## src/rtl/mult_feed_pkg.sv

```systemverilog
// Shared types for the multiplier-array feed controller: FSM state encoding
// and the legal range of the control-to-data lead.
package mult_feed_pkg;

  localparam int STATE_W = 2;

  typedef enum logic [STATE_W-1:0] {
    IDLE   = 2'd0,
    LOAD_W = 2'd1,
    STREAM = 2'd2,
    DONE   = 2'd3
  } state_t;

  localparam int CTRL_LEAD_MIN = 0;
  localparam int CTRL_LEAD_MAX = 1;

  function automatic bit ctrl_lead_legal(input int lead);
    return (lead >= CTRL_LEAD_MIN) && (lead <= CTRL_LEAD_MAX);
  endfunction

endpackage

```

## src/rtl/mult_feed_ctrl_if.sv

```systemverilog
// Job config, upstream vector stream and array-side feed of mult_feed_ctrl.
// Member names are from the controller's point of view (i_ = into it).
interface mult_feed_ctrl_if #(
  parameter int IN_DATA_TYPE = 8,
  parameter int NUM_PES      = 32,
  parameter int CNT_W        = 16
);
  localparam int BUS_W = NUM_PES * IN_DATA_TYPE;

  logic             i_cfg_valid;
  logic [CNT_W-1:0] i_cfg_cnt;
  logic             i_cfg_reuse_w;
  logic             i_abort;
  logic             i_data_valid;
  logic [BUS_W-1:0] i_data_bus;
  logic             o_data_ready;
  logic             o_valid;
  logic             o_stationary;
  logic [BUS_W-1:0] o_data_bus;
  logic             o_busy;
  logic             o_done;

  // Master is the job/stream source; slave is the controller itself.
  modport master (
    output i_cfg_valid, i_cfg_cnt, i_cfg_reuse_w, i_abort, i_data_valid, i_data_bus,
    input  o_data_ready, o_valid, o_stationary, o_data_bus, o_busy, o_done
  );

  modport slave (
    input  i_cfg_valid, i_cfg_cnt, i_cfg_reuse_w, i_abort, i_data_valid, i_data_bus,
    output o_data_ready, o_valid, o_stationary, o_data_bus, o_busy, o_done
  );

endinterface

```

## src/rtl/mult_feed_dly.sv

```systemverilog
// Data/done delay line aligning vectors behind their control beat.
// MULT_FEED_ZERO_GATE_EN: bubble stages carry zero instead of holding the last vector.
module mult_feed_dly #(
  parameter int W     = 256,
  parameter int DEPTH = 2
) (
  input  logic         clk,
  input  logic         rst,
  input  logic         i_valid,
  input  logic [W-1:0] i_data,
  input  logic         i_done,
  input  logic         i_flush,
  output logic [W-1:0] o_data,
  output logic         o_done
);

  logic [DEPTH-1:0]        r_vld;
  logic [DEPTH-1:0]        r_done;
  logic [DEPTH-1:0][W-1:0] r_data;
  logic [DEPTH-1:0]        w_vld_prev;
  logic [DEPTH-1:0]        w_done_prev;
  logic [DEPTH-1:0][W-1:0] w_data_prev;

  generate
    if (DEPTH == 1) begin : g_single
      assign w_vld_prev  = i_valid;
      assign w_done_prev = i_done;
      assign w_data_prev = i_data;
    end else begin : g_multi
      assign w_vld_prev  = {r_vld[DEPTH-2:0], i_valid};
      assign w_done_prev = {r_done[DEPTH-2:0], i_done};
      assign w_data_prev = {r_data[DEPTH-2:0], i_data};
    end
  endgenerate

  // An abort kills pending done flags but lets already-issued data drain.
  always_ff @(posedge clk or posedge rst) begin
    if (rst) begin
      r_vld  <= '0;
      r_done <= '0;
      r_data <= '0;
    end else begin
      r_vld  <= w_vld_prev;
      r_done <= w_done_prev & {DEPTH{~i_flush}};
      for (int k = 0; k < DEPTH; k++) begin
`ifdef MULT_FEED_ZERO_GATE_EN
        r_data[k] <= w_vld_prev[k] ? w_data_prev[k] : '0;
`else
        if (w_vld_prev[k]) r_data[k] <= w_data_prev[k];
`endif
      end
    end
  end

  assign o_data = r_data[DEPTH-1];
  assign o_done = r_done[DEPTH-1] & r_vld[DEPTH-1];

endmodule

```

## src/rtl/mult_feed_ctrl.sv

```systemverilog
// Sequences weight-load and streaming beats from a ready/valid source into the
// multiplier-switch array; bubble data behaviour set by MULT_FEED_ZERO_GATE_EN.
module mult_feed_ctrl
  import mult_feed_pkg::*;
#(
  parameter int IN_DATA_TYPE = 8,
  parameter int NUM_PES      = 32,
  parameter int CNT_W        = 16,
  parameter int CTRL_LEAD    = 1
) (
  input  logic             clk,
  input  logic             rst,
  mult_feed_ctrl_if.slave  bus
);

  localparam int BUS_W = NUM_PES * IN_DATA_TYPE;
  // Out-of-range leads fall back to the deepest supported alignment.
  localparam int LEAD  = ctrl_lead_legal(CTRL_LEAD) ? CTRL_LEAD : CTRL_LEAD_MAX;

  state_t           r_state;
  state_t           w_next;
  logic [CNT_W-1:0] r_cnt;
  logic [CNT_W-1:0] r_cfg_cnt;
  logic             r_valid;
  logic             r_stat;
  logic             r_done_direct;
  logic             w_ready;
  logic             w_acc;
  logic             w_start;
  logic             w_last;
  logic             w_last_beat;
  logic             w_dly_done;
  logic [BUS_W-1:0] w_dly_data;

  // A beat presented alongside abort is dropped so no control is issued for it.
  assign w_acc       = bus.i_data_valid & w_ready & ~bus.i_abort;
  assign w_start     = (r_state == IDLE) & bus.i_cfg_valid & ~bus.i_abort;
  assign w_last      = ((r_state == LOAD_W) && (r_cfg_cnt == '0)) ||
                       ((r_state == STREAM) && ((r_cnt + CNT_W'(1)) == r_cfg_cnt));
  assign w_last_beat = w_acc & w_last;

  always_ff @(posedge clk or posedge rst) begin
    if (rst) r_state <= IDLE;
    else     r_state <= w_next;
  end

  always_comb begin
    w_next  = r_state;
    w_ready = 1'b0;
    case (r_state)
      LOAD_W, STREAM: w_ready = 1'b1;
      default:        w_ready = 1'b0;
    endcase
    if (bus.i_abort) begin
      w_next = IDLE;
    end else begin
      case (r_state)
        IDLE: begin
          if (bus.i_cfg_valid) begin
            if (!bus.i_cfg_reuse_w)        w_next = LOAD_W;
            else if (bus.i_cfg_cnt != '0)  w_next = STREAM;
            else                           w_next = DONE;
          end
        end
        LOAD_W:  if (w_acc) w_next = (r_cfg_cnt != '0) ? STREAM : DONE;
        STREAM:  if (w_last_beat) w_next = DONE;
        DONE:    w_next = IDLE;
        default: w_next = IDLE;
      endcase
    end
  end

  // Control stage, latched job config and streaming-beat counter.
  always_ff @(posedge clk or posedge rst) begin
    if (rst) begin
      r_valid       <= 1'b0;
      r_stat        <= 1'b0;
      r_done_direct <= 1'b0;
      r_cfg_cnt     <= '0;
      r_cnt         <= '0;
    end else begin
      r_valid       <= w_acc;
      r_stat        <= w_acc & (r_state == LOAD_W);
      r_done_direct <= w_start & bus.i_cfg_reuse_w & (bus.i_cfg_cnt == '0);
      if (w_start) begin
        r_cfg_cnt <= bus.i_cfg_cnt;
        r_cnt     <= '0;
      end else if (w_acc && (r_state == STREAM)) begin
        r_cnt <= r_cnt + CNT_W'(1);
      end
    end
  end

  mult_feed_dly #(
    .W     (BUS_W),
    .DEPTH (LEAD + 1)
  ) u_dly (
    .clk     (clk),
    .rst     (rst),
    .i_valid (w_acc),
    .i_data  (bus.i_data_bus),
    .i_done  (w_last_beat),
    .i_flush (bus.i_abort),
    .o_data  (w_dly_data),
    .o_done  (w_dly_done)
  );

  assign bus.o_data_ready = w_ready;
  assign bus.o_valid      = r_valid;
  assign bus.o_stationary = r_stat;
  assign bus.o_data_bus   = w_dly_data;
  assign bus.o_busy       = (r_state != IDLE);
  assign bus.o_done       = w_dly_done | r_done_direct;

endmodule

```

## src/flat_wrapper.sv

```systemverilog
// flat-port wrapper written by rule: the top's interface ports become plain ports
module mult_feed_ctrl_flat import mult_feed_pkg::*;
#(
  parameter int IN_DATA_TYPE = 8,
  parameter int NUM_PES      = 32,
  parameter int CNT_W        = 16,
  parameter int CTRL_LEAD    = 1
)
  (clk, rst, bus_i_cfg_valid, bus_i_cfg_cnt, bus_i_cfg_reuse_w, bus_i_abort, bus_i_data_valid, bus_i_data_bus, bus_o_data_ready, bus_o_valid, bus_o_stationary, bus_o_data_bus, bus_o_busy, bus_o_done);
  mult_feed_ctrl_if #(.IN_DATA_TYPE(IN_DATA_TYPE), .NUM_PES(NUM_PES), .CNT_W(CNT_W)) bus_i ();
  input  logic clk;
  input  logic rst;
  input wire logic [$bits(bus_i.i_cfg_valid)-1:0] bus_i_cfg_valid;
  input wire logic [$bits(bus_i.i_cfg_cnt)-1:0] bus_i_cfg_cnt;
  input wire logic [$bits(bus_i.i_cfg_reuse_w)-1:0] bus_i_cfg_reuse_w;
  input wire logic [$bits(bus_i.i_abort)-1:0] bus_i_abort;
  input wire logic [$bits(bus_i.i_data_valid)-1:0] bus_i_data_valid;
  input wire logic [$bits(bus_i.i_data_bus)-1:0] bus_i_data_bus;
  output wire logic [$bits(bus_i.o_data_ready)-1:0] bus_o_data_ready;
  output wire logic [$bits(bus_i.o_valid)-1:0] bus_o_valid;
  output wire logic [$bits(bus_i.o_stationary)-1:0] bus_o_stationary;
  output wire logic [$bits(bus_i.o_data_bus)-1:0] bus_o_data_bus;
  output wire logic [$bits(bus_i.o_busy)-1:0] bus_o_busy;
  output wire logic [$bits(bus_i.o_done)-1:0] bus_o_done;
  assign bus_i.i_cfg_valid = bus_i_cfg_valid;
  assign bus_i.i_cfg_cnt = bus_i_cfg_cnt;
  assign bus_i.i_cfg_reuse_w = bus_i_cfg_reuse_w;
  assign bus_i.i_abort = bus_i_abort;
  assign bus_i.i_data_valid = bus_i_data_valid;
  assign bus_i.i_data_bus = bus_i_data_bus;
  assign bus_o_data_ready = bus_i.o_data_ready;
  assign bus_o_valid = bus_i.o_valid;
  assign bus_o_stationary = bus_i.o_stationary;
  assign bus_o_data_bus = bus_i.o_data_bus;
  assign bus_o_busy = bus_i.o_busy;
  assign bus_o_done = bus_i.o_done;
  mult_feed_ctrl #(.IN_DATA_TYPE(IN_DATA_TYPE), .NUM_PES(NUM_PES), .CNT_W(CNT_W), .CTRL_LEAD(CTRL_LEAD)) u_core (.clk(clk), .rst(rst), .bus(bus_i));
endmodule
```

## config.mk

```make
export PLATFORM = sky130hd
export DESIGN_NAME = mult_feed_ctrl_flat
export DESIGN_NICKNAME = d
export VERILOG_FILES = /design/src/rtl/mult_feed_pkg.sv /design/src/rtl/mult_feed_ctrl_if.sv /design/src/rtl/mult_feed_dly.sv /design/src/rtl/mult_feed_ctrl.sv /design/src/flat_wrapper.sv
export SDC_FILE = /design/constraint.sdc
export NUM_CORES = 1
export LEC_CHECK = 0
export BUFFER_PORTS_ARGS = -buffer_cell sky130_fd_sc_hd__buf_2
export CORE_MARGIN = 4
export CORE_UTILIZATION = 54
export DETAILED_ROUTE_END_ITERATION = 7
export GPL_ROUTABILITY_DRIVEN = 0
export PLACE_DENSITY = 0.8
export SLEW_MARGIN = 20
export SYNTH_ARGS = -nofsm -noshare
export SYNTH_HDL_FRONTEND = slang
export SYNTH_SLANG_ARGS = --single-unit
```

## constraint.sdc

```tcl
create_clock -name clk -period 25.5 [get_ports clk]
set_clock_uncertainty 0.1 [all_clocks]
set_input_delay 5.1 -clock clk [delete_from_list [all_inputs] [get_ports clk]]
set_output_delay 5.1 -clock clk [all_outputs]
set_load 0.01 [all_outputs]
```

# [Yosys cells after proc, flatten, opt, wreduce, memory -nomap -nowiden]
# Index checks and enable logic that the tools add are counted.
[op_classes] multipliers=0 shift=0 n_eq_ne=7 addsub=1 order_cmp=0 mux=11 reduce_logical=13 div_mod_pow=0 n_bitwise=12
[ops] operator="16-bit zero test" n=2
[ops] operator="16-bit two-way mux" n=2
[ops] operator="16-bit nonzero test" n=2
[ops] operator="16-bit by 1-bit adder with 16-bit output (second input constant)" n=1
[ops] operator="16-bit == test" n=1
[ops] operator="2-bit two-way mux" n=5
[ops] operator="1-bit AND" n=9
[ops] operator="2-bit one-hot mux with 4 select lines" n=1
[ops] operator="3-bit != test (second input constant)" n=2
[ops] operator="2-bit == test (second input constant)" n=2
[ops] operator="2-bit nonzero test" n=2
[ops] operator="1-bit logical AND" n=3
[ops] operator="1-bit two-way mux" n=3
[ops] operator="3-bit by 2-bit != test with 1-bit output (second input constant)" n=1
[ops] operator="3-bit AND reduction" n=1
[ops] operator="2-bit AND" n=1
[ops] operator="2-bit by 1-bit == test with 1-bit output (second input constant)" n=1
[ops] operator="2-bit zero test" n=1
[ops] operator="2-bit OR reduction" n=1
[ops] operator="1-bit logical OR" n=1
[ops] operator="1-bit inverter" n=1
[ops] operator="1-bit OR" n=1
[totals] out_inout_bits=261 romBits=0 ff_bits=553 memories=0 ramBits=0 latchBits=0 inputBits=278 word_cells=54

# [Longest topological paths before layout]
# Gate-level depths: netlist (run 1).
[logic_depth] depth_word=9 mapped_depth=9 depth_no_buf=9

# [Hierarchy]
# Synthesis (run 1) repeated with hierarchy kept, for this count alone.
[unflattened] hier_cells=1641 area_unflattened_um2=23699.0
[by_module_without_submodules] module="mult_feed_dly" area_each_um2=21232.9 n_inst=1 seq_area_each_um2=12912.4 cells_each=1344
[by_module_without_submodules] module="mult_feed_ctrl" area_each_um2=2466.1 n_inst=1 seq_area_each_um2=925.9 cells_each=297

# [Worst setup path after synthesis (run 1)]
# No wires, ideal clock.
[synth_timing] kind="in2reg" startpoint="input port bus_i_abort" endpoint="register u_core.r_cnt[8]" setup_slack_ns=19.033 n_path_buf=0 t_arrival_ns=6.235 required_ns=25.268 stages=8 setup_ns=0.132 cell_sequence="inv_1 nand3_1 inv_2 nand2_1 nor2_1 nand4_1 xor2_1 nor2_1"
[synth_via] elab_chain_cells=4 word_cells_on_any_way=6 cone_classes="mux (1); bitwise (3); reduce/logical (2)"
[synth_lines] element="start: declaration" line="flat_wrapper.sv:16" rtl="input wire logic [$bits(bus_i.i_abort)-1:0] bus_i_abort;"
[synth_lines] element="1-bit inverter (*)" line="mult_feed_ctrl.sv:36, mult_feed_ctrl.sv:37"
[synth_lines] element="1-bit AND" line="mult_feed_ctrl.sv:36" rtl="assign w_acc = bus.i_data_valid & w_ready & ~bus.i_abort;"
[synth_lines] element="1-bit logical AND" line="mult_feed_ctrl.sv:88" rtl="end else if (w_acc && (r_state == STREAM)) begin"
[synth_lines] element="2-bit nonzero test (no line)"
[synth_lines] element="end signal: assignment" line="mult_feed_ctrl.sv:89" rtl="r_cnt <= r_cnt + CNT_W'(1);"
[synth_lines] element="end: declaration" line="mult_feed_ctrl.sv:22" rtl="logic [CNT_W-1:0] r_cnt;"
# Mark *: on every way between the ends. The rest lies on a longest branch, timed or not.
# A chain may end at the register's enable or synchronous reset.

# [Final worst setup path (run 1)]
[layout_timing] startpoint="input port bus_i_abort" endpoint="register u_core.u_dly.r_data[68] (netlist bit)"
[layout_via] elab_chain_cells=2
[layout_lines] element="1-bit inverter" line="mult_feed_ctrl.sv:36"
[layout_lines] element="1-bit AND" line="mult_feed_ctrl.sv:36"
[layout_lines] element="end signal: indexed assignment" line="mult_feed_dly.sv:49" rtl="if (w_vld_prev[k]) r_data[k] <= w_data_prev[k];"
[layout_lines] element="end: declaration" line="mult_feed_dly.sv:19" rtl="logic [DEPTH-1:0][W-1:0] r_data;"
# Every way passes these cells.

==> qor.log, run 1 <==
qor: logic_synthesis.synthXorXnorAreaFrac 0.0121
qor: worst_setup_path.ff2ff_setup_slack 22.15 ns
qor: final_layout.post_route_cells_drive_above_1_share 0.372
qor: min_path.timing.hold.worst.class reg2reg
qor: logic_synthesis.synth_top_family_by_area simple AND/OR/NAND/NOR gates
qor: final_layout.layout_commonest_cell sky130_fd_sc_hd__nand2_1
qor: logic_synthesis.ys_top_cells_by_area sky130_fd_sc_hd__dfrtp_1 (59%), sky130_fd_sc_hd__nand2_1 (13%), sky130_fd_sc_hd__mux2_2 (12%)
qor: pwr.totalPowerFinal 3.42 mW
qor: pwr.portion_of_total_power_attributed_to_combinational_logic 0.304
qor: clock_tree.cts_root_buffer sky130_fd_sc_hd__clkbuf_16
qor: floorplan.placementRows 75
qor: logic_synthesis.yosysUniqueCellTypes 49
qor: pwr.power.sequential.fraction 0.444
qor: logic_synthesis.postSynthRegisterBits 552
qor: clock_tree.number_of_buffers_added_for_setup_after_cts 0
qor: floorplan.floorplan.initialDensity 0.551
qor: logic_synthesis.ys_dominant_reg_cell sky130_fd_sc_hd__dfrtp_1
qor: pwr.switching_share 0.335
qor: sta.max_slew.worst_pin.slew 1.20 ns
qor: routing.route.vias.total 15700
qor: placement.dp_slack 17.60 ns
qor: logic_synthesis.synth_compound_gate_area_share 0.00743
qor: logic_synthesis.synthCells 2158
qor: pwr.powerDensity 129 nW/µm²
qor: global_route.grt_first_pass_wirelength 90200 µm
qor: routing.wirelength 55700 µm
qor: min_path.hold_path_end u_core.u_dly.r_data[243]
qor: clock_tree.cts.repair.resized 0
qor: logic_synthesis.synth_area_leader_cell sky130_fd_sc_hd__dfrtp_1
qor: flow_run.cap_violations 0
qor: worst_setup_path.worst-path-max-fanout 94
qor: global_route.antenna_found_initial 15
qor: clock_tree.number_of_buffers_created_by_cts 55
qor: sta.grt_setup_unrepaired no
qor: sta.setup_violations 0
qor: routing.detail_route.first_pass.iterations 5
qor: clock_tree.cts.reportedPaths.clkPinSlew 0.06 ns
qor: logic_synthesis.synth_adder_area_share 0.00215
qor: pwr.p_int 2.28 mW
qor: floorplan.die_width 215 µm
qor: logic_synthesis.yosysSeqAreaShare 0.594
qor: sta.final.setup.worst_slack 18.15 ns
qor: floorplan.die_height 215 µm
qor: logic_synthesis.synth_top_cell_area_share 0.594
qor: final_layout.area_delta_synth_final 13.8%
qor: sta.tns 0 ns
qor: floorplan.boundaryPins 539
qor: run_status.outcome finished clean
qor: min_path.min_path_cells 2
qor: floorplan.core-area 42200 µm²
qor: clock_tree.clk_latency 0.59 ns
qor: worst_setup_path.critical_path.endpoint_type register
qor: routing.ant_nets 0
qor: pwr.total_switching_power 1.15 mW
qor: floorplan.die_area 46400 µm²
qor: global_route.maximum_number_of_pins_on_one_net_before_global_route_repair 178
qor: logic_synthesis.synth.mux.area_fraction 0.127
qor: sta.hold_viol 0
qor: sta.timing_max_transition_violations_final 0
qor: clock_tree.depth_of_the_cts_h_tree 2
qor: logic_synthesis.ys_warn_count 0
qor: clock_tree.clk_path_buf_depth 3
qor: routing.viasPerCell 5.24
qor: worst_setup_path.ff2ff_path_depth 7
qor: worst_setup_path.worstReg2RegEnd u_core.u_dly.r_data[68]
qor: logic_synthesis.async_s_r_ff_share_synth 1.00
qor: worst_setup_path.critical_path_required 25.93 ns
qor: pwr.p_clk_frac 0.252
qor: worst_setup_path.setup.worst_path.start_class primary input
qor: sta.timing.max_slew.rel_slack 0.197
qor: min_path.holdCritStartpoint u_core.u_dly.r_data[243]
qor: sta.post-route-period-util 0.288
qor: clock_tree.postCtsHoldBufs 0
qor: worst_setup_path.reg2reg_from u_core.r_state[0]
qor: sta.finalCriticalPeriod 7.35 ns
qor: final_layout.layout_common_cells sky130_fd_sc_hd__nand2_1 (833), sky130_fd_sc_hd__dfrtp_1 (551), sky130_fd_sc_hd__buf_2 (538), sky130_fd_sc_hd__mux2_2 (257), sky130_fd_sc_hd__clkbuf_16 (55)
qor: pwr.peakVddDrop 0.0877 mV
qor: global_route.grt_usage 0.237
qor: logic_synthesis.synth_simple_gate_area_share 0.158
qor: placement.hpwlAfterDp 37300 µm
qor: worst_setup_path.timing.critical_path.arrival 7.78 ns
qor: logic_synthesis.synth_nets 2440
qor: routing.number_of_drc_violations_after_detailed_routing 0
qor: clock_tree.cts_num_sinks 552
qor: logic_synthesis.synth_area_per_cell 10.8 µm²
qor: routing.wl_per_cell 18.6 µm
qor: placement.port_buffers 538
qor: routing.detail_route.iter0.violations 1214
qor: clock_tree.cts_tree built
qor: pwr.cellLeakagePower 14.1 nW
qor: final_layout.num-nets-final 2692
qor: worst_setup_path.timing_worst_setup_path_type in2reg
qor: global_route.via_count_of_the_first_global_routing_pass 16800
qor: logic_synthesis.synth-edff-count 0
qor: logic_synthesis.syn_area 23200 µm²
qor: sta.timing.fmax 136 MHz
qor: global_route.globalRoute.totalOverflow 0
## per-stage QoR
step,std cells,util,hold WS (ns),area (µm²)
after floorplan,2158,-,0.339,23200
after global placement,2892,0.579,0.352,24500
after detailed placement,2892,0.579,0.356,24500
after CTS,2993,0.626,0.373,26400
after global routing,3000,0.627,0.382,26500
final,3001,0.627,0.369,26500
## cell type report
type / count / area (µm²)
diodes: 8 / 20.0
clock buffers: 76 / 1600
clock inverters: 25 / 372
fillers: 3197 / 15800
inverters: 8 / 50.0
multi-input cells: 1245 / 7130
flip-flops and latches: 552 / 13800
well taps: 539 / 674
repair buffers: 548 / 2810
## power groups by stage
stage          clock, mW  sequential [mW]  combinational, mW
4_1_cts            0.879             1.52               1.05
6_report           0.863             1.52               1.04
3_5_place_dp           0             1.52               1.04
5_1_grt            0.919             1.57               1.15
3_3_place_gp           0             1.49               1.01
2_1_floorplan          0             1.45              0.943
## Yosys cell counts, drive strengths merged, types with 2 or more instances
| cell | n |
|---|---|
| buf | 270 |
| and4 | 2 |
| nor2 | 22 |
| clkbuf | 83 |
| mux2 | 257 |
| and2 | 3 |
| nor2b | 3 |
| mux2i | 5 |
| nor3b | 3 |
| xnor2 | 20 |
| ha | 4 |
| or3b | 2 |
| nor4 | 12 |
| xor2 | 12 |
| and3 | 5 |
| inv | 8 |
| a31oi | 3 |
| nor3 | 7 |
| o32ai | 3 |
| nand3 | 11 |
| a21o | 2 |
| nand2b | 4 |
| a21oi | 5 |
| o21ai | 4 |
| nand4 | 8 |
| nand2 | 833 |
| dfrtp | 552 |
| or3 | 3 |
## sequential cells by signal (all words and copies together), names as in the netlist
signal,cells
u_core.bus.o_stationary,1
u_core.r_cfg_cnt,16
u_core.r_cnt,16
u_core.r_done_direct,1
u_core.r_state,2
u_core.u_dly.o_data,256
u_core.u_dly.r_data,256
u_core.u_dly.r_done,2
u_core.u_dly.r_vld,2
## cell families (layout without fill, tap and decap cells)
logic type | after synthesis | in the layout
fa+ha+maj | 4 | 4
mux | 262 | 262
compound gates | 25 | 25
other cells | 0 | 8
flops | 552 | 552
simple gates | 922 | 922
buf+inv | 361 | 657
xor+xnor | 32 | 32
## worst max path at each step
stage,from,end,slack [ns],cells past startpoint
3_5_place_dp,bus_i_abort,u_core.u_dly.r_data[93],17.60,7
6_report,bus_i_abort,u_core.u_dly.r_data[68],18.15,7
5_1_grt,bus_i_abort,u_core.u_dly.r_data[97],17.98,7
4_1_cts,bus_i_abort,u_core.u_dly.r_data[14],18.23,7
3_3_place_gp,bus_i_abort,u_core.u_dly.r_data[175],17.62,7
2_1_floorplan,rst,u_core.bus.o_stationary,4.87,1
## worst max-delay path, cell delays in order
cell                      delay [ns]
sky130_fd_sc_hd__buf_2          0.12
sky130_fd_sc_hd__inv_1          0.18
sky130_fd_sc_hd__nand3_4        0.50
sky130_fd_sc_hd__inv_8          0.67
sky130_fd_sc_hd__buf_4          0.80
sky130_fd_sc_hd__nand2_1        0.16
sky130_fd_sc_hd__nand2_1        0.10
## routing by layer
metal	wire length (µm)	vias up	track usage
met1	21900	7820	0.293
met4	1830	16	0.0848
met5	97	-	0
met2	27400	620	0.402
li1	-	7130	-
met3	4600	133	0.0679
Note: power is estimated with default switching activity, not from simulation.
==> inputs of run 2 (changes only) <==
- ABC_AREA: unset -> 1
- clock period: 25.5 -> 7.4 ns (I/O delays scaled with it)
==> qor.log, run 2 <==
qor: run_status.outcome complete, but fails checks
qor: run_status.failed_checks design-rule violations
qor: pwr.switching_share 0.331 [-0.00359]
qor: logic_synthesis.netlist_top_cells_count sky130_fd_sc_hd__nand2_1 (872), sky130_fd_sc_hd__dfrtp_1 (552), sky130_fd_sc_hd__buf_4 (257), sky130_fd_sc_hd__mux2_2 (256), sky130_fd_sc_hd__clkbuf_1 (76)
qor: global_route.met3_usage 0.0543 [-0.0136]
qor: placement.dpl.cell_count 3012 [+4.1%]
qor: final_layout.fillerInstances 3258 [+1.9%]
qor: worst_setup_path.critical_path.endpoint_type primary output
qor: global_route.grt_first_pass_wirelength 90200 µm [about the same]
qor: logic_synthesis.async_s_r_ff_share_synth 1.00 [unchanged]
qor: worst_setup_path.worstReg2RegEnd u_core.u_dly.o_data[110]
qor: logic_synthesis.yosysUniqueCellTypes 34 [-31%]
qor: sta.holdWs 0.367 ns [-0.00209 ns]
qor: pwr.p_clk_frac 0.248 [-0.004]
qor: sta.timing_max_transition_violations_final 0 [unchanged]
qor: routing.viasPerCell 5.15 [-1.7%]
qor: logic_synthesis.ys_top_cells_by_area sky130_fd_sc_hd__dfrtp_1 (59%), sky130_fd_sc_hd__nand2_1 (14%), sky130_fd_sc_hd__mux2_2 (12%)
qor: clock_tree.cts_root_buffer sky130_fd_sc_hd__clkbuf_16
qor: final_layout.post_route_cells_drive_above_1_share 0.361 [-0.0105]
qor: clock_tree.cts.repair.resized 0 [unchanged]
qor: floorplan.die_height 216 µm [+0.17%]
qor: sta.grt_setup_unrepaired no
qor: worst_setup_path.timing_worst_setup_path_type reg2out
qor: worst_setup_path.crit_buf_inv 1 [-3]
qor: routing.number_of_drc_violations_after_detailed_routing 2 [+2]
qor: worst_setup_path.ff2ff_path_depth 3 [-4]
qor: routing.ant_nets 0 [unchanged]
qor: worst_setup_path.timing.critical_path.max_delay_family flip-flops
qor: clock_tree.postCtsHoldBufs 0 [unchanged]
qor: worst_setup_path.worst-path-max-fanout 77 [-18%]
qor: routing.wl_per_cell 18.1 µm [-2.5%]
qor: logic_synthesis.synth_area_leader_cell sky130_fd_sc_hd__dfrtp_1
qor: logic_synthesis.synth-edff-count 0 [unchanged]
qor: logic_synthesis.synthCells 2229 [+3.3%]
qor: routing.detail_route.first_pass.iterations 7 [+2]
qor: final_layout.postLayoutCellArea 26400 µm² [about the same]
qor: sta.timing.fmax 280 MHz
qor: sta.max_slew.worst_pin.slew 1.08 ns [-0.128 ns]
qor: clock_tree.cts_num_sinks 552 [unchanged]
qor: sta.finalCriticalPeriod 3.57 ns
qor: worst_setup_path.largest_incremental_delay_on_the_critical_path 1.09 ns [+0.29 ns]
qor: logic_synthesis.most_frequent_cell_after_synthesis sky130_fd_sc_hd__nand2_1
qor: min_path.min_path_cells 2 [unchanged]
qor: logic_synthesis.synth_area_per_cell 10.5 µm² [-2.9%]
qor: logic_synthesis.ys_warn_count 0 [unchanged]
qor: clock_tree.clk_latency 0.58 ns [about the same]
qor: pwr.power.sequential.fraction 0.461 [+0.017]
qor: pwr.cellLeakagePower 14.2 nW [+0.75%]
qor: floorplan.core-area 42300 µm² [+0.22%]
qor: logic_synthesis.postSynthRegisterBits 552 [unchanged]
qor: worst_setup_path.reg2reg_from u_core.u_dly.r_vld[0]
qor: flow_run.cap_violations 0 [unchanged]
qor: sta.final.setup.worst_slack 3.83 ns [-14.32 ns]
qor: pwr.totalPowerFinal 11.0 mW [+220%]
qor: global_route.maximum_number_of_pins_on_one_net_before_global_route_repair 174 [-2.2%]
qor: pwr.p_int 7.39 mW [+220%]
qor: min_path.hold_path_end u_core.u_dly.r_data[154]
qor: final_layout.num-nets-final 2773 [+3.0%]
qor: final_layout.post_layout_nonfiller_instances 3121 [+4.0%]
qor: floorplan.boundaryPins 539 [unchanged]
qor: clock_tree.number_of_buffers_added_for_setup_after_cts 0 [unchanged]
qor: logic_synthesis.synth_nets 2511 [+2.9%]
qor: pwr.total_switching_power 3.66 mW [+220%]
qor: pwr.peakVddDrop 0.238 mV [+170%]
qor: clock_tree.number_of_buffers_created_by_cts 54 [-1.8%]
qor: routing.route.vias.total 16100 [+2.3%]
qor: worst_setup_path.critical_path_required 5.82 ns [-20.11 ns]
qor: floorplan.placementRows 75 [unchanged]
qor: clock_tree.cts.reportedPaths.clkPinSlew 0.06 ns [about the same]
qor: global_route.grt.busiest_layer met2
qor: global_route.via_count_of_the_first_global_routing_pass 17000 [+0.95%]
qor: worst_setup_path.ff2ff_setup_slack 4.03 ns [-18.12 ns]
qor: final_layout.layout_common_cells sky130_fd_sc_hd__nand2_1 (872), sky130_fd_sc_hd__dfrtp_1 (551), sky130_fd_sc_hd__buf_2 (538), sky130_fd_sc_hd__mux2_2 (256), sky130_fd_sc_hd__clkbuf_16 (54)
qor: worst_setup_path.crit_path_cell_trace buf_2
qor: sta.hold_viol 0 [unchanged]
qor: floorplan.floorplan.initialDensity 0.551 [+0.000671]
qor: logic_synthesis.yosysSeqAreaShare 0.592 [-0.00204]
qor: worst_setup_path.timing.critical_path.arrival 1.99 ns [-5.79 ns]
qor: floorplan.die_area 46600 µm² [+0.33%]
qor: routing.wirelength 56500 µm [+1.4%]
qor: logic_synthesis.synth_top_cell_area_share 0.592 [-0.00204]
qor: final_layout.layout_commonest_cell sky130_fd_sc_hd__nand2_1
qor: clock_tree.clk_path_buf_depth 3 [unchanged]
qor: global_route.grt_usage 0.238 [+0.000599]
qor: sta.tns 0 ns [unchanged]
qor: min_path.timing.hold.worst.class reg2reg
qor: sta.setup_violations 0 [unchanged]
qor: placement.port_buffers 538 [unchanged]
qor: placement.dp_slack 3.44 ns [-14.16 ns]
qor: logic_synthesis.ys_dominant_reg_cell sky130_fd_sc_hd__dfrtp_1
qor: global_route.antenna_found_initial 12 [-3]
qor: placement.hpwlAfterDp 39100 µm [+4.7%]
qor: pwr.portion_of_total_power_attributed_to_combinational_logic 0.292 [-0.012]
qor: pwr.powerDensity 418 nW/µm² [+220%]
qor: global_route.grtUsageMet1 0.286 [-0.00639]
qor: floorplan.die_width 216 µm [+0.17%]
qor: logic_synthesis.syn_area 23300 µm² [+0.34%]
qor: clock_tree.cts_tree built
qor: worst_setup_path.cp_slowest_cell sky130_fd_sc_hd__dfrtp_4
qor: final_layout.area_delta_synth_final 13.4%
qor: final_layout.final_core_utilization 0.625 [-0.00163]
qor: worst_setup_path.setup.worst_path.start_class register
qor: global_route.globalRouteMet2Util 0.410 [+0.00770]
qor: global_route.globalRoute.totalOverflow 0 [unchanged]
qor: sta.timing.max_slew.rel_slack 0.282 [+0.0856]
qor: clock_tree.depth_of_the_cts_h_tree 2 [unchanged]
qor: sta.post-route-period-util 0.482
qor: placement.placed_cell_area 24600 µm² [+0.71%]
qor: routing.detail_route.iter0.violations 1162 [-4.3%]
qor: min_path.holdCritStartpoint u_core.u_dly.r_data[154]
run 2: cell count changes after synthesis, sizes merged, moves of 19 or more:
cell	before	now
nand2	833	877
inv	8	44
nand3	11	35
nor2	22	42
o21ai	4	23
xnor2	20	1
run 2: kinds of logic after synthesis:
group	synth area share
and+or+nand+nor	0.165
muxes	0.124
AOI/OAI and AO/OA	0.00923
xor gates and xnor gates	0.00306
DFF	0.592
buffers and inverters	0.105
adders and majority gates	0.00215
run 2: how the worst max path moves through the flow:
stage	slack (ns)	to	cells past startpoint	from
after floorplan	-1.69	u_core.bus.o_stationary	1	rst
after global placement	3.54	u_core.u_dly.r_data[107]	7	bus_i_data_valid
after detailed placement	3.44	u_core.u_dly.r_data[42]	7	bus_i_data_valid
after CTS	3.78	bus_o_valid	1	u_core.u_dly.r_vld[0]
after global routing	3.72	bus_o_valid	1	u_core.u_dly.r_vld[0]
final	3.83	bus_o_valid	1	u_core.u_dly.r_vld[0]
run 2: per-layer routing:
metal / part of all wire / routed length (µm)
met2: 0.51 / 28900
met3: 0.069 / 3920
met4: 0.045 / 2550
met1: 0.37 / 21200
met5: 0.00037 / 21
run 2: area by class of cell:
type / count / area [µm²] / area share
clock buffers: 80 / 1590 / 0.0601
repair buffers: 552 / 2840 / 0.107
flip-flops and latches: 552 / 13800 / 0.522
inverters: 46 / 184 / 0.00695
diodes: 10 / 25.0 / 0.000946
clock inverters: 19 / 196 / 0.00743
well taps: 577 / 722 / 0.0273
multi-input cells: 1285 / 7080 / 0.268
run 2: power by group through the flow:
stage | logic, mW | clock network, mW | registers (mW)
floorplan | 2.92 | 0 | 4.85
global placement | 3.11 | 0 | 5.02
detailed placement | 3.24 | 0 | 5.11
CTS | 3.27 | 2.79 | 5.08
global route | 3.55 | 2.93 | 5.24
finish | 3.22 | 2.74 | 5.09
==> inputs of run 3 (changes only) <==
- clock period: 7.4 -> 3.44 ns (I/O delays scaled with it)
==> qor.log, run 3 (synthesis gave the netlist of run 2 again) <==
qor: sta.max_slew.worst_pin.slew 0.831 ns [-0.245 ns]
qor: placement.hpwlAfterDp 39500 µm [+1.1%]
qor: sta.hold_viol 0 [unchanged]
qor: routing.viasPerCell 5.16 [+0.23%]
qor: routing.wl_per_cell 18.1 µm [about the same]
qor: routing.wirelength 56800 µm [+0.47%]
qor: pwr.portion_of_total_power_attributed_to_combinational_logic 0.296 [+0.004]
qor: worst_setup_path.largest_incremental_delay_on_the_critical_path 0.55 ns [-0.54 ns]
qor: sta.timing.max_slew.rel_slack 0.446 [+0.163]
qor: global_route.grt_first_pass_wirelength 90500 µm [+0.42%]
qor: routing.detail_route.iter0.violations 1290 [+11%]
qor: min_path.min_path_cells 3 [+1]
qor: routing.detail_route.first_pass.iterations 5 [-2]
qor: clock_tree.clk_latency 0.59 ns [about the same]
qor: final_layout.postLayoutCellArea 26600 µm² [+0.57%]
qor: worst_setup_path.critical_path_required 3.83 ns [-1.99 ns]
qor: routing.number_of_drc_violations_after_detailed_routing 0 [-2]
qor: pwr.power.sequential.fraction 0.460 [about the same]
qor: placement.dp_slack 1.01 ns [-2.43 ns]
qor: worst_setup_path.setup.worst_path.start_class register
qor: sta.timing.fmax 384 MHz
qor: floorplan.placementRows 75 [unchanged]
qor: floorplan.die_area 46600 µm² [unchanged]
qor: clock_tree.cts.reportedPaths.clkPinSlew 0.06 ns [about the same]
qor: pwr.total_switching_power 7.93 mW [+120%]
qor: routing.route.vias.total 16200 [+0.77%]
qor: final_layout.area_delta_synth_final 14.0%
qor: min_path.hold_path_end u_core.u_dly.r_data[35]
qor: placement.port_buffers 538 [unchanged]
qor: sta.grt_setup_unrepaired no
qor: worst_setup_path.crit_buf_inv 2 [+1]
qor: clock_tree.number_of_buffers_added_for_setup_after_cts 0 [unchanged]
qor: sta.post-route-period-util 0.757
qor: floorplan.die_width 216 µm [unchanged]
qor: worst_setup_path.ff2ff_path_depth 8 [+5]
qor: pwr.p_int 15.9 mW [+110%]
qor: sta.setup_violations 0 [unchanged]
qor: sta.final.setup.worst_slack 0.837 ns [-2.99 ns]
qor: final_layout.num-nets-final 2789 [+0.58%]
qor: routing.ant_nets 0 [unchanged]
qor: run_status.outcome finished clean
qor: worst_setup_path.ff2ff_setup_slack 0.84 ns [-3.19 ns]
qor: worst_setup_path.worst-path-max-fanout 10 [-87%]
qor: final_layout.layout_commonest_cell sky130_fd_sc_hd__nand2_1
qor: clock_tree.depth_of_the_cts_h_tree 2 [unchanged]
qor: clock_tree.cts_root_buffer sky130_fd_sc_hd__clkbuf_16
qor: floorplan.boundaryPins 539 [unchanged]
qor: final_layout.post_route_cells_drive_above_1_share 0.364 [+0.00244]
qor: worst_setup_path.cp_slowest_cell sky130_fd_sc_hd__nor2_1
qor: pwr.totalPowerFinal 23.8 mW [+120%]
qor: pwr.p_clk_frac 0.244 [-0.004]
qor: min_path.holdCritStartpoint bus_i_data_bus[35]
qor: worst_setup_path.critical_path.endpoint_type register
qor: flow_run.cap_violations 0 [unchanged]
qor: worst_setup_path.timing.critical_path.arrival 2.99 ns [+1.00 ns]
qor: placement.placed_cell_area 24800 µm² [+0.79%]
qor: clock_tree.cts_num_sinks 552 [unchanged]
qor: floorplan.die_height 216 µm [unchanged]
qor: final_layout.layout_common_cells sky130_fd_sc_hd__nand2_1 (872), sky130_fd_sc_hd__dfrtp_1 (551), sky130_fd_sc_hd__buf_2 (538), sky130_fd_sc_hd__mux2_2 (256), sky130_fd_sc_hd__clkbuf_16 (54)
qor: floorplan.core-area 42300 µm² [unchanged]
qor: pwr.cellLeakagePower 14.2 nW [+0.40%]
qor: worst_setup_path.timing.critical_path.max_delay_family simple AND/OR/NAND/NOR gates
qor: clock_tree.cts.repair.resized 0 [unchanged]
qor: worst_setup_path.reg2reg_from u_core.r_state[0]
qor: global_route.maximum_number_of_pins_on_one_net_before_global_route_repair 155 [-11%]
qor: floorplan.floorplan.initialDensity 0.551 [unchanged]
qor: sta.finalCriticalPeriod 2.60 ns
qor: clock_tree.clk_path_buf_depth 3 [unchanged]
qor: pwr.powerDensity 894 nW/µm² [+110%]
qor: clock_tree.cts_tree built
qor: worst_setup_path.crit_path_cell_trace inv_1, ha_1, nand2_1, nor2_8, nand2_1, nor2_1, inv_2, o21ai_0
qor: pwr.peakVddDrop 0.564 mV [+140%]
qor: final_layout.fillerInstances 3198 [-1.8%]
qor: global_route.grt_usage 0.240 [+0.00203]
qor: global_route.antenna_found_initial 12 [unchanged]
qor: worst_setup_path.timing_worst_setup_path_type reg2reg
qor: min_path.timing.hold.worst.class in2reg
qor: global_route.globalRoute.totalOverflow 0 [unchanged]
qor: global_route.via_count_of_the_first_global_routing_pass 17100 [+0.83%]
qor: worst_setup_path.worstReg2RegEnd u_core.r_cnt[2]
qor: pwr.switching_share 0.333 [+0.00215]
qor: clock_tree.postCtsHoldBufs 0 [unchanged]
qor: clock_tree.number_of_buffers_created_by_cts 54 [unchanged]
qor: worst_setup_path.critical_path.most_common_cell sky130_fd_sc_hd__nand2_1
qor: sta.timing_max_transition_violations_final 0 [unchanged]
[run 3: changes by cell type in the layout (fill, tap and decap cells not counted)]
cell	delta
sky130_fd_sc_hd__clkbuf_1	+4
sky130_fd_sc_hd__clkinvlp_4	+4
sky130_fd_sc_hd__buf_12	+6
sky130_fd_sc_hd__buf_4	+10
sky130_fd_sc_hd__diode_2	+1
sky130_fd_sc_hd__clkinv_2	+1
sky130_fd_sc_hd__clkbuf_8	-8
sky130_fd_sc_hd__bufinv_16	+1
sky130_fd_sc_hd__clkinv_4	-2
[run 3: layer usage]
metal | GRT usage | wire (µm)
met1 | 0.293 | 21400
met2 | 0.405 | 28600
met3 | 0.0561 | 4270
met4 | 0.114 | 2560
met5 | 0 | 13
[run 3: layout make-up]
| class | instances | area, µm² | share of cell area |
|---|---|---|---|
| clock buffer | 76 | 1490 | 0.0562 |
| sequential | 552 | 13800 | 0.519 |
| clock inverter | 23 | 244 | 0.00917 |
| antenna | 11 | 27.5 | 0.00103 |
| multi-input combinational | 1285 | 7080 | 0.266 |
| inverter | 46 | 184 | 0.00691 |
| timing repair buffer | 568 | 3030 | 0.114 |
| tap | 577 | 722 | 0.0271 |
[run 3: how the worst max path moves through the flow]
stage,startpoint,end,slack (ns),cells past startpoint
finish,u_core.r_state[0],u_core.r_cnt[2],0.84,8
global route,u_core.r_cnt[0],u_core.r_state[1],0.74,16
CTS,u_core.r_state[0],u_core.r_cnt[2],1.0,8
detailed placement,bus_i_abort,u_core.r_cnt[0],1.01,6
global placement,bus_i_data_valid,u_core.r_cnt[1],1.05,7
floorplan,rst,u_core.bus.o_stationary,-4.86,1
[run 3: tightest hold or removal path: stages]
cell and delay (ns):
sky130_fd_sc_hd__buf_2 0.08, sky130_fd_sc_hd__nand2_1 0.04, sky130_fd_sc_hd__nand2_1 0.05
[run 3: per-stage QoR]
step | instances | utilization | hold WS [ns] | setup TNS, ns
6_report | 3138 | 0.629 | 0.198 | 0
5_1_grt | 3136 | 0.628 | 0.176 | 0
4_1_cts | 3127 | 0.628 | 0.156 | 0
3_5_place_dp | 3028 | 0.587 | 0.354 | 0
3_3_place_gp | 3028 | 0.587 | 0.347 | 0
2_1_floorplan | 2229 | - | 0.334 | -2682.62
[run 3: power groups by stage]
stage | Clock (mW) | Sequential (mW) | Combinational, mW
after floorplan | 0 | 10.4 | 6.29
after global placement | 0 | 10.8 | 6.78
after detailed placement | 0 | 11.0 | 7.07
after CTS | 5.90 | 10.9 | 7.13
after global routing | 6.19 | 11.3 | 7.78
final | 5.80 | 11.0 | 7.03
